===== config.mk =====
export PLATFORM = sky130hd
export DESIGN_NAME = ps2_host_tx
export DESIGN_NICKNAME = d
export VERILOG_FILES = /design/src/rtl/ps2_pkg.sv /design/src/rtl/ps2_line_sync.sv /design/src/rtl/ps2_host_tx.sv
export SDC_FILE = /design/constraint.sdc
export NUM_CORES = 1
export LEC_CHECK = 0
export ABC_AREA = 0
export CORE_UTILIZATION = 58
export DETAILED_ROUTE_END_ITERATION = 16
export HOLD_SLACK_MARGIN = 0.03
export PLACE_DENSITY = 0.8
export SLEW_MARGIN = 10
export SYNTH_ARGS = -nofsm -noshare
export SYNTH_HDL_FRONTEND = slang
export SYNTH_HIERARCHICAL = 1
export SYNTH_SLANG_ARGS = --single-unit

===== constraint.sdc =====
create_clock -name clk -period 6.8 [get_ports clk]
set_input_delay 1.02 -clock clk [delete_from_list [all_inputs] [get_ports clk]]
set_output_delay 1.02 -clock clk [all_outputs]
set_load 0.05 [all_outputs]

===== src/rtl/ps2_pkg.sv =====
// rtl/ps2_pkg.sv - shared PS/2 link types, frame constants and parity helper
`timescale 1ns/1ps
package ps2_pkg;

  typedef enum logic [2:0] {
    IDLE,
    INHIBIT,
    RTS,
    XFER,
    ACK,
    WAIT_IDLE
  } ps2_state_e;

  localparam int         PS2_FRAME_BITS   = 11;
  localparam logic [7:0] PS2_CMD_SET_LEDS = 8'hED;
  localparam logic [7:0] PS2_CMD_RESET    = 8'hFF;

  // Odd parity: set when the byte holds an even number of ones.
  function automatic logic odd_parity(input logic [7:0] b);
    return ~^b;
  endfunction

endpackage


===== src/rtl/ps2_line_sync.sv =====
// rtl/ps2_line_sync.sv - 2-FF synchroniser for ps2_clk/ps2_data plus falling-edge strobe
`timescale 1ns/1ps
module ps2_line_sync (
  input  logic clk,
  input  logic rst,
  input  logic ps2_clk_i,
  input  logic ps2_data_i,
  output logic clk_s_o,
  output logic data_s_o,
  output logic fall_o
);

  logic [1:0] clk_sync_q;
  logic [1:0] data_sync_q;
  logic       clk_prev_q;

  // Two-stage synchronisers; idle lines read high so reset to 1 to avoid a false edge.
  always_ff @(posedge clk) begin
    if (rst) begin
      clk_sync_q  <= 2'b11;
      data_sync_q <= 2'b11;
      clk_prev_q  <= 1'b1;
    end else begin
      clk_sync_q  <= {clk_sync_q[0], ps2_clk_i};
      data_sync_q <= {data_sync_q[0], ps2_data_i};
      clk_prev_q  <= clk_sync_q[1];
    end
  end

  assign clk_s_o  = clk_sync_q[1];
  assign data_s_o = data_sync_q[1];
  assign fall_o   = clk_prev_q & ~clk_sync_q[1];

endmodule


===== src/rtl/ps2_host_tx.sv =====
// rtl/ps2_host_tx.sv - PS/2 host-to-device byte transmitter (optional abort timer: PS2_TX_TIMEOUT_EN)
`timescale 1ns/1ps
module ps2_host_tx
  import ps2_pkg::*;
#(
  parameter int INHIBIT_CYCLES = 5000,
  parameter int TIMEOUT_CYCLES = 1000000
) (
  input  logic       clk,
  input  logic       rst,
  input  logic       ps2_clk,
  input  logic       ps2_data,
  output logic       ps2_clk_oe,
  output logic       ps2_data_oe,
  input  logic [7:0] tx_data,
  input  logic       tx_valid,
  output logic       tx_ready,
  output logic       tx_done,
  output logic       tx_err
);

  localparam int CNT_MAX = (INHIBIT_CYCLES > TIMEOUT_CYCLES) ? INHIBIT_CYCLES : TIMEOUT_CYCLES;
  localparam int CNT_W   = $clog2(CNT_MAX + 1);

  ps2_state_e       state_q;
  logic [CNT_W-1:0] cnt_q;
  logic [3:0]       bit_cnt_q;
  logic [9:0]       shift_q;
  logic             clk_oe_q;
  logic             data_oe_q;
  logic             ready_q;
  logic             done_q;
  logic             err_q;

  logic             clk_s;
  logic             data_s;
  logic             fall;
  logic             accept;

  ps2_line_sync u_line_sync (
    .clk        (clk),
    .rst        (rst),
    .ps2_clk_i  (ps2_clk),
    .ps2_data_i (ps2_data),
    .clk_s_o    (clk_s),
    .data_s_o   (data_s),
    .fall_o     (fall)
  );

  assign accept = tx_valid & ready_q;

`ifdef PS2_TX_TIMEOUT_EN
  // The counter restarts at 1 when leaving RTS, so its value is cycles since the RTS cycle.
  logic timeout;
  assign timeout = (state_q inside {XFER, ACK, WAIT_IDLE}) &&
                   (cnt_q == CNT_W'(TIMEOUT_CYCLES - 1));
`endif

  // Transmit FSM: every line enable and status flag is a register so the pads never glitch.
  always_ff @(posedge clk) begin
    if (rst) begin
      state_q   <= IDLE;
      cnt_q     <= '0;
      bit_cnt_q <= '0;
      shift_q   <= '0;
      clk_oe_q  <= 1'b0;
      data_oe_q <= 1'b0;
      ready_q   <= 1'b1;
      done_q    <= 1'b0;
      err_q     <= 1'b0;
    end else begin
      done_q <= 1'b0;
      err_q  <= 1'b0;
`ifdef PS2_TX_TIMEOUT_EN
      if (state_q inside {XFER, ACK, WAIT_IDLE}) begin
        cnt_q <= cnt_q + 1'b1;
      end
`endif
      case (state_q)
        IDLE: begin
          if (accept) begin
            // Frame tail after the start bit: data LSB first, parity, stop.
            shift_q   <= {1'b1, odd_parity(tx_data), tx_data};
            bit_cnt_q <= '0;
            cnt_q     <= '0;
            clk_oe_q  <= 1'b1;
            ready_q   <= 1'b0;
            state_q   <= INHIBIT;
          end else begin
            ready_q <= 1'b1;
          end
        end
        INHIBIT: begin
          if (cnt_q == CNT_W'(INHIBIT_CYCLES - 1)) begin
            data_oe_q <= 1'b1;
            state_q   <= RTS;
          end else begin
            cnt_q <= cnt_q + 1'b1;
          end
        end
        RTS: begin
          // Release the clock; the start bit stays on data until the first device fall.
          clk_oe_q <= 1'b0;
          cnt_q    <= CNT_W'(1);
          state_q  <= XFER;
        end
        XFER: begin
          if (fall) begin
            data_oe_q <= ~shift_q[0];
            shift_q   <= {1'b1, shift_q[9:1]};
            bit_cnt_q <= bit_cnt_q + 1'b1;
            if (bit_cnt_q == 4'(PS2_FRAME_BITS - 2)) begin
              state_q <= ACK;
            end
          end
        end
        ACK: begin
          if (fall) begin
            bit_cnt_q <= 4'(PS2_FRAME_BITS);
            if (data_s) begin
              err_q   <= 1'b1;
              state_q <= IDLE;
            end else begin
              state_q <= WAIT_IDLE;
            end
          end
        end
        WAIT_IDLE: begin
          if (clk_s && data_s) begin
            done_q  <= 1'b1;
            state_q <= IDLE;
          end
        end
        default: begin
          clk_oe_q  <= 1'b0;
          data_oe_q <= 1'b0;
          state_q   <= IDLE;
        end
      endcase
`ifdef PS2_TX_TIMEOUT_EN
      if (timeout) begin
        clk_oe_q  <= 1'b0;
        data_oe_q <= 1'b0;
        done_q    <= 1'b0;
        err_q     <= 1'b1;
        state_q   <= IDLE;
      end
`endif
    end
  end

  assign ps2_clk_oe  = clk_oe_q;
  assign ps2_data_oe = data_oe_q;
  assign tx_ready    = ready_q;
  assign tx_done     = done_q;
  assign tx_err      = err_q;

endmodule


==> results.ini, run 1 <==
[place]
dp.cells = 358
gp_congestion = 0.805
io_buffers = 17
hpwl_um = 3360

[worst_hold_path]
hold_path.class = reg2reg
hold_path_depth = 1

[worst_setup_path]
rr_worst_depth = 4
cp.arrival_ps = 3210
crit_fanout = 22
worst_ep_required_time_ps = 7000
cp-end-kind = flop
critical_path_class = reg2reg
crit_cells = 4
cp_slowest_stage_delay_ps = 710
timing.critical_path.cells = nor2b_1, nand2b_1, or3_1, o31ai_1
worst_setup_path_start_kind = flop
worst-path-buf-inv = 0
cp_top_family = simple AND/OR/NAND/NOR gates
crit_slowest_cell = nor2b_1

[clock_network]
cts_max_level = 2
numCtsBuffers = 5
cts_setup_buffers = 0
root_buffer = clkbuf_8
hold_buffers = 0
cts_tree = done
clkTransAtPathRegs_ps = 90
cts_resized = 0
cts.sinks = 47
insertion_delay_ps = 300
clockBufferDepth = 2

[status]
status = finished, final reports clean

[floorplanning]
rows = 23
start_util = 0.607
io_pins = 18
die_height_um = 66.7
dieArea_um2 = 4450
die_w_um = 66.7
core_um2 = 4000

[run]
cap_violations = 0

[detailed_routing]
drt_iter0_markers = 226
post_drt_via_cell_ratio = 6.11
drt_first_pass_iters = 4
wl_per_cell_um = 13.8
vias = 2238
ant_nets = 0
drt-total-wl_um = 5050
drc = 0

[grt]
grt_pass1_vias = 1983
grt_overflow_total = 0
grt_pass1_wl_um = 8590
antenna_found_initial = 0
track_usage = 0.250
grt_max_degree = 48

[logic_synthesis]
synth_fp_nets = 324
syn_inst = 308
async_flop_share = 0
synth_edf_count = 0
yosys_warnings = 6
syn_area_per_cell_um2 = 7.88
netlist_area_um2 = 2430
seq_area_frac_synth = 0.388
synth_flop_cell = dfxtp_1
ys_ff_latch = 47
yosysUniqueCellTypes = 45

[timing]
setup_violations = 0
hold_viol = 0
slew_headroom = 0.381
fmax_ghz = 0.333
timing.final.crit_share = 0.442
tns_ps = 0
rsz0062_at_grt = false
fin_skew_ps = 9.95
maxSlewViolCount = 0
fin_crit_ps = 3000
worstMarginPinSlew_ps = 927

[cells_and_area]
syn2layout_area_growth_pct = 11.6
final_core_util = 0.678
final-seq-area_um2 = 941
final_cell_mix = dfxtp_1, nor2_1, nand2_1
antennaDiodeCount = 0
layout-drive-gt1-share = 0.0601
multi_input_area_um2 = 1390
instances_no_fill = 366
fillers = 350
final_common_cell = dfxtp_1
nets = 331

[power_and_ir_drop]
powerDensity_nw_per_um2 = 214
p_leak_nw = 0.920
ir_worst_vdd_uv = 143

-- logic make-up (layout without fill, tap and decap cells) --
group,Yosys count,count (layout),synth area share
adder cells (fa/ha/maj),3,3,0.0155
flip-flops,47,47,0.388
AND/OR/NAND/NOR,147,147,0.310
XOR/XNOR,9,9,0.0325
AO/OA/AOI/OAI,80,80,0.214
buffers and inverters,22,30,0.0402
-- cells in the mapped netlist (2+ instances only) --
cell type  instances  area [um^2]
nand3b_1           4         30.0
nand3_1           20          100
clkbuf_1          13         48.8
o21ai_1            7         35.0
xnor2_1            7         61.3
o31ai_1            4         30.0
nor3_2             3         30.0
nor3_1             8         40.0
buf_1              4         15.0
ha_1               3         37.5
nand4_1            5         31.3
nor2_1            37          139
xor2_1             2         17.5
nor2b_1            6         37.5
or2_1              5         31.3
inv_1              3         11.3
or3_1              9         56.3
o21ai_0           15         75.1
dfxtp_1           47          941
a211oi_1           4         30.0
buf_6              2         22.5
nand2b_1           6         37.5
and3_1             3         18.8
a21oi_1           22          110
nor4_1             2         12.5
nand2_1           30          113
a311oi_1           9         78.8
or4_1              3         22.5
o21bai_1           2         15.0
a31oi_1            8         50.1
-- area by class of cell --
cell class              count  area share
clock inverters             2      0.0143
flip-flops and latches     47       0.347
well taps                  50      0.0231
multi-input cells         239       0.512
inverters                   3     0.00416
clock buffers               6      0.0305
repair buffers             19      0.0683
-- metrics by stage --
stage	area (um^2)	total power, mW	hold slack (ps)	setup slack, ps
floorplan	2430	0.352	383	4570
global placement	2590	0.369	388	3810
CTS	2710	0.584	417	3790
global route	2710	0.603	430	3490
finish	2710	0.580	415	3800
detailed placement	2590	0.370	395	3800
-- power by group --
group,internal (mW),leakage [nW],switching (mW)
clock,0.121,0.0618,0.0944
sequential,0.285,0.383,0.00812
combinational,0.0298,0.475,0.0417
total,0.436,0.920,0.144
-- state kept, by name, indices dropped and copies added, names as in the netlist, 2 cells and up --
signal	cells
bit_cnt_q	4
cnt_q	20
shift_q	10
state_q	3
u_line_sync/clk_sync_q	2
u_line_sync/data_sync_q	2
-- routing by layer --
| metal | routed length [um] | track usage | up-vias | share of wire |
|---|---|---|---|---|
| met4 | 48 | 0.0612 | 0 | 0.0095 |
| met1 | 2440 | 0.329 | 1058 | 0.48 |
| li1 | - | - | 1124 | - |
| met5 | 0 | 0 | - | 0 |
| met2 | 2340 | 0.417 | 50 | 0.46 |
| met3 | 212 | 0.0462 | 6 | 0.042 |
-- final timing paths --
kind	from	to	slack [ps]
worst max register to register	state_q[0]	cnt_q[9]	3800
worst min-delay path	u_line_sync/data_sync_q[0]	u_line_sync/data_sync_q[1]	420
worst min register to register	u_line_sync/data_sync_q[0]	u_line_sync/data_sync_q[1]	420
worst max-delay path	state_q[0]	cnt_q[9]	3800
Note: power is estimated with default switching activity, not from simulation.
==> run 2: changes to the inputs <==
==> constraint.sdc (replaced) <==
create_clock -name clk -period 2.9 [get_ports clk]
set_input_delay 0.435 -clock clk [delete_from_list [all_inputs] [get_ports clk]]
set_output_delay 0.435 -clock clk [all_outputs]
set_load 0.05 [all_outputs]
==> results.ini, run 2 (same netlist as run 1, synthesis figures left out) <==
[timing]
fin_crit_ps = 2360  ; was 3000 ps
tns_ps = 0  ; unchanged
rsz0062_at_grt = false  ; unchanged
fmax_ghz = 0.424  ; was 0.333 GHz
worstMarginPinSlew_ps = 692  ; was 927 ps
slew_headroom = 0.535  ; was 0.381
fin_skew_ps = 5.95  ; was 9.95 ps
timing.final.crit_share = 0.814  ; was 0.442
maxSlewViolCount = 0  ; unchanged
hold_viol = 0  ; unchanged
setup_violations = 0  ; unchanged

[detailed_routing]
post_drt_via_cell_ratio = 6.11  ; about the same
wl_per_cell_um = 14.1  ; was 13.8 um
drt_first_pass_iters = 5  ; was 4
drt_iter0_markers = 201  ; was 226
vias = 2279  ; was 2238
ant_nets = 0  ; unchanged
drt-total-wl_um = 5270  ; was 5050 um
drc = 0  ; unchanged

[grt]
grt_pass1_wl_um = 8910  ; was 8590 um
grt_overflow_total = 0  ; unchanged
antenna_found_initial = 0  ; unchanged
grt_max_degree = 47  ; was 48
grt_pass1_vias = 1987  ; was 1983
track_usage = 0.260  ; was 0.250

[cells_and_area]
layout-drive-gt1-share = 0.0805  ; was 0.0601
syn2layout_area_growth_pct = 13.1  ; was 11.6%
largest-register = cnt_q  ; unchanged
top_regs = cnt_q x20, shift_q x10, bit_cnt_q x4  ; unchanged
fin_area_um2 = 2750  ; was 2710 um^2
largest_reg_flops = 20  ; unchanged
fillers = 346  ; was 350
nets = 338  ; was 331
final_cell_mix = dfxtp_1, nor2_1, nand2_1  ; unchanged
antennaDiodeCount = 0  ; unchanged
final_common_cell = dfxtp_1  ; unchanged

[clock_network]
cts.sinks = 47  ; unchanged
cts_setup_buffers = 0  ; unchanged
insertion_delay_ps = 290  ; was 300 ps
hold_buffers = 0  ; unchanged
cts_max_level = 2  ; unchanged
numCtsBuffers = 5  ; unchanged
clockBufferDepth = 2  ; unchanged
root_buffer = clkbuf_8  ; unchanged
cts_resized = 0  ; unchanged
clkTransAtPathRegs_ps = 80  ; was 90 ps
cts_tree = done  ; unchanged

[worst_setup_path]
cp-end-kind = flop  ; unchanged
critical_path_class = reg2reg  ; unchanged
worst_ep_required_time_ps = 3130  ; was 7000 ps
crit_fanout = 21  ; was 22
reg2reg_setup_slack_ps = 540  ; was 3800 ps
worst_setup_path_start_kind = flop  ; unchanged
cp.arrival_ps = 2590  ; was 3210 ps
rr_worst_depth = 6  ; was 4

[place]
hpwl_um = 3650  ; was 3360 um
gp_congestion = 0.818  ; was 0.805
postPlaceCellArea_um2 = 2640  ; was 2590 um^2
io_buffers = 17  ; unchanged

[floorplanning]
core_um2 = 4000  ; unchanged
die_height_um = 66.7  ; unchanged
dieArea_um2 = 4450  ; unchanged
io_pins = 18  ; unchanged
die_w_um = 66.7  ; unchanged
rows = 23  ; unchanged
start_util = 0.607  ; unchanged

[power_and_ir_drop]
powerDensity_nw_per_um2 = 470  ; was 214 nW/um^2
p_leak_nw = 0.944  ; was 0.920 nW
ir_worst_vdd_uv = 258  ; was 143 uV

[run]
cap_violations = 0  ; unchanged

[worst_hold_path]
hold_path_depth = 1  ; unchanged
hold_path.class = reg2reg  ; unchanged

[status]
status = finished, final reports clean  ; unchanged

run 2: changes by cell type in the layout (fill, tap and decap cells not counted), sizes merged:
| cell | previous run | this run |
|---|---|---|
| clkbuf | 6 | 7 |
| buf | 2 | 9 |
| clkinvlp | 0 | 1 |
| inv | 4 | 3 |
| bufinv | 1 | 0 |
run 2: final cells by class:
class	instances	area [um^2]	share of cell area
Clock buffer	7	96.3	0.0351
Clock inverter	1	7.51	0.00273
Multi-Input combinational cell	239	1390	0.506
Inverter	3	11.3	0.00410
Tap cell	50	62.6	0.0228
Sequential cell	47	941	0.343
Timing Repair Buffer	26	238	0.0866
run 2: routing by layer:
| metal | GRT usage | wire (um) | part of all wire |
|---|---|---|---|
| met5 | 0 | 0 | 0 |
| met4 | 0.0718 | 48 | 0.0091 |
| met3 | 0.0514 | 256 | 0.049 |
| met2 | 0.443 | 2490 | 0.47 |
| met1 | 0.329 | 2480 | 0.47 |
run 2: worst max-delay path, cell delays in order (launching register included):
cell and delay (ps):
dfxtp_1 380, or4_1 530, or4_4 520, o311ai_4 280, buf_4 290, o21ai_0 120
a21oi_1 150
run 2: stage by stage:
step | hold WS [ps] | util | power, mW | cells | setup WS [ps]
after global placement | 390 | 0.660 | 0.874 | 365 | 622
after global routing | 449 | 0.686 | 1.35 | 373 | 429
after detailed placement | 403 | 0.660 | 0.877 | 365 | 579
after floorplan | 383 | - | 0.825 | 308 | 762
final | 417 | 0.686 | 1.29 | 373 | 539
after CTS | 426 | 0.686 | 1.30 | 373 | 554
run 2: where the power goes:
group / total (mW) / internal, mW / switching, mW
Clock: 0.428 / 0.217 / 0.211
Combinational: 0.180 / 0.0767 / 0.103
Sequential: 0.683 / 0.668 / 0.0153
run 2: worst paths after layout:
kind	start	to
worst max-delay path	cnt_q[14]	cnt_q[15]
worst min-delay path	u_line_sync/data_sync_q[0]	u_line_sync/data_sync_q[1]
worst max register to register	cnt_q[14]	cnt_q[15]
worst min register to register	u_line_sync/data_sync_q[0]	u_line_sync/data_sync_q[1]
==> run 3: changes to the inputs <==
--- a/config.mk
+++ b/config.mk
@@ -6,10 +6,10 @@
 export NUM_CORES = 1
 export LEC_CHECK = 0
 export ABC_AREA = 0
-export CORE_UTILIZATION = 58
+export CORE_UTILIZATION = 52
 export DETAILED_ROUTE_END_ITERATION = 16
 export HOLD_SLACK_MARGIN = 0.03
-export PLACE_DENSITY = 0.8
+export PLACE_DENSITY = 0.76
 export SLEW_MARGIN = 10
 export SYNTH_ARGS = -nofsm -noshare
 export SYNTH_HDL_FRONTEND = slang
==> constraint.sdc (replaced) <==
create_clock -name clk -period 2.17 [get_ports clk]
set_input_delay 0.3255 -clock clk [delete_from_list [all_inputs] [get_ports clk]]
set_output_delay 0.3255 -clock clk [all_outputs]
set_load 0.05 [all_outputs]
==> results.ini, run 3 (same netlist as run 1, synthesis figures left out) <==
[timing]
setup_violations = 2  ; was 0
rsz0062_at_grt = true  ; was false
tns_ps = -3.96  ; was 0 ps
worstMarginPinSlew_ps = 502  ; was 692 ps
maxSlewViolCount = 0  ; unchanged
hold_viol = 0  ; unchanged
timing.final.crit_share = 1.00  ; was 0.814
fin_crit_ps = 2170  ; was 2360 ps
fmax_ghz = 0.460  ; was 0.424 GHz
setup_slack_ps = -3.68  ; was 539 ps
slew_headroom = 0.664  ; was 0.535
fin_skew_ps = 7.73  ; was 5.95 ps

[clock_network]
insertion_delay_ps = 300  ; was 290 ps
cts_tree = done  ; unchanged
root_buffer = clkbuf_8  ; unchanged
clkTransAtPathRegs_ps = 90  ; was 80 ps
cts_max_level = 2  ; unchanged
clockBufferDepth = 2  ; unchanged
numCtsBuffers = 5  ; unchanged
cts.sinks = 47  ; unchanged
hold_buffers = 0  ; unchanged

[grt]
grt_pass1_vias = 2118  ; was 1987
grt_max_degree = 47  ; unchanged
track_usage = 0.233  ; was 0.260
antenna_found_initial = 0  ; unchanged
grt_overflow_total = 0  ; unchanged
grt_pass1_wl_um = 9350  ; was 8910 um

[cells_and_area]
largest-register = cnt_q  ; unchanged
final-seq-area_um2 = 941  ; unchanged
antennaDiodeCount = 0  ; unchanged
final_common_cell = dfxtp_1  ; unchanged
largest_reg_flops = 20  ; unchanged
top_regs = cnt_q x20, shift_q x10, bit_cnt_q x4  ; unchanged
layout-drive-gt1-share = 0.128  ; was 0.0805
fillers = 385  ; was 346
nets = 352  ; was 338
multi_input_area_um2 = 1410  ; was 1390 um^2
final_cell_mix = dfxtp_1, nor2_1, nand2_1  ; unchanged
syn2layout_area_growth_pct = 18.2  ; was 13.1%

[worst_hold_path]
hold_end = u_line_sync/data_sync_q[1]  ; unchanged
hold_path.class = reg2reg  ; unchanged
hp-start = u_line_sync/data_sync_q[0]  ; unchanged
hold_path_depth = 1  ; unchanged

[power_and_ir_drop]
ir_worst_vdd_uv = 550  ; was 258 uV
p_leak_nw = 1.03  ; was 0.944 nW
powerDensity_nw_per_um2 = 590  ; was 470 nW/um^2
p_total_mw = 1.69  ; was 1.29 mW

[run]
cap_violations = 0  ; unchanged

[detailed_routing]
vias = 2262  ; was 2279
drt_first_pass_iters = 5  ; unchanged
drc = 0  ; unchanged
ant_nets = 0  ; unchanged
drt-total-wl_um = 5270  ; about the same
drt_iter0_markers = 217  ; was 201
wl_per_cell_um = 13.6  ; was 14.1 um
post_drt_via_cell_ratio = 5.83  ; was 6.11

[worst_setup_path]
cp.arrival_ps = 2350  ; was 2590 ps
critical_path_class = reg2reg  ; unchanged
worst_setup_path_start_kind = flop  ; unchanged
timing.rr.start = cnt_q[14]  ; unchanged
reg2reg_setup_slack_ps = -4  ; was 540 ps
rr_worst_depth = 6  ; unchanged
worst_ep_required_time_ps = 2350  ; was 3130 ps
reg2reg_to = cnt_q[0]  ; was cnt_q[15]
cp-end-kind = flop  ; unchanged
crit_fanout = 22  ; was 21

[floorplanning]
core_um2 = 4410  ; was 4000 um^2
dieArea_um2 = 4940  ; was 4450 um^2
start_util = 0.550  ; was 0.607
io_pins = 18  ; unchanged
rows = 24  ; was 23
die_w_um = 70.3  ; was 66.7 um
die_height_um = 70.3  ; was 66.7 um

[status]
status = finished with violations  ; was finished, final reports clean
failed_checks = negative setup slack

[place]
gp_congestion = 0.873  ; was 0.818
place_ws_ps = -31.7  ; was 579 ps
hpwl_um = 3610  ; was 3650 um
io_buffers = 17  ; unchanged

==> run 3: metrics by stage <==
step / util / area [um^2] / std cells / hold slack, ps
finish: 0.650 / 2870 / 388 / 408
CTS: 0.648 / 2860 / 388 / 410
detailed placement: 0.626 / 2760 / 381 / 397
floorplan: - / 2430 / 308 / 383
global route: 0.650 / 2870 / 388 / 441
global placement: 0.626 / 2760 / 381 / 389
==> run 3: worst max-delay path by stage <==
stage                         start          end  cells past startpoint
after floorplan           cnt_q[14]     cnt_q[0]                      6
after CTS                 cnt_q[14]     cnt_q[0]                      6
after global placement    cnt_q[17]  ps2_data_oe                      6
after detailed placement  cnt_q[17]     cnt_q[3]                      6
final                     cnt_q[14]     cnt_q[0]                      6
after global routing      cnt_q[14]    cnt_q[14]                      6
==> run 3: worst max-delay path, cell delays in order, from the launching register on <==
cell and delay [ps]:
dfxtp_1 310, or4_1 510, or4_4 540, o311ai_4 310, buf_12 200, nand3b_1 110, a21oi_1 60
==> run 3: area by class of cell <==
cell class | instances | share of cell area
Clock buffer | 6 | 0.0288
Sequential cell | 47 | 0.328
Timing Repair Buffer | 40 | 0.124
Inverter | 3 | 0.00392
Clock inverter | 1 | 0.00174
Tap cell | 52 | 0.0227
Multi-Input combinational cell | 239 | 0.491
==> run 3: power breakdown <==
part	internal, mW	leakage, nW	switching [mW]
combinational	0.111	0.598	0.140
sequential	0.892	0.383	0.0204
clock	0.250	0.0470	0.279
==> run 3: metal layers <==
layer	share of wire	GRT usage	up-vias
li1	-	-	1175
met1	0.48	0.306	1028
met2	0.47	0.375	54
met3	0.047	0.0563	5
met4	0.0095	0.0756	0
met5	0	0	-
==> run 3: timing repair <==
action | in CTS | in global routing
setup endpoints to repair | 8 | 21
setup buffers | 0 | 0
pin swaps | 0 | 1
resized for setup | 3 | 2
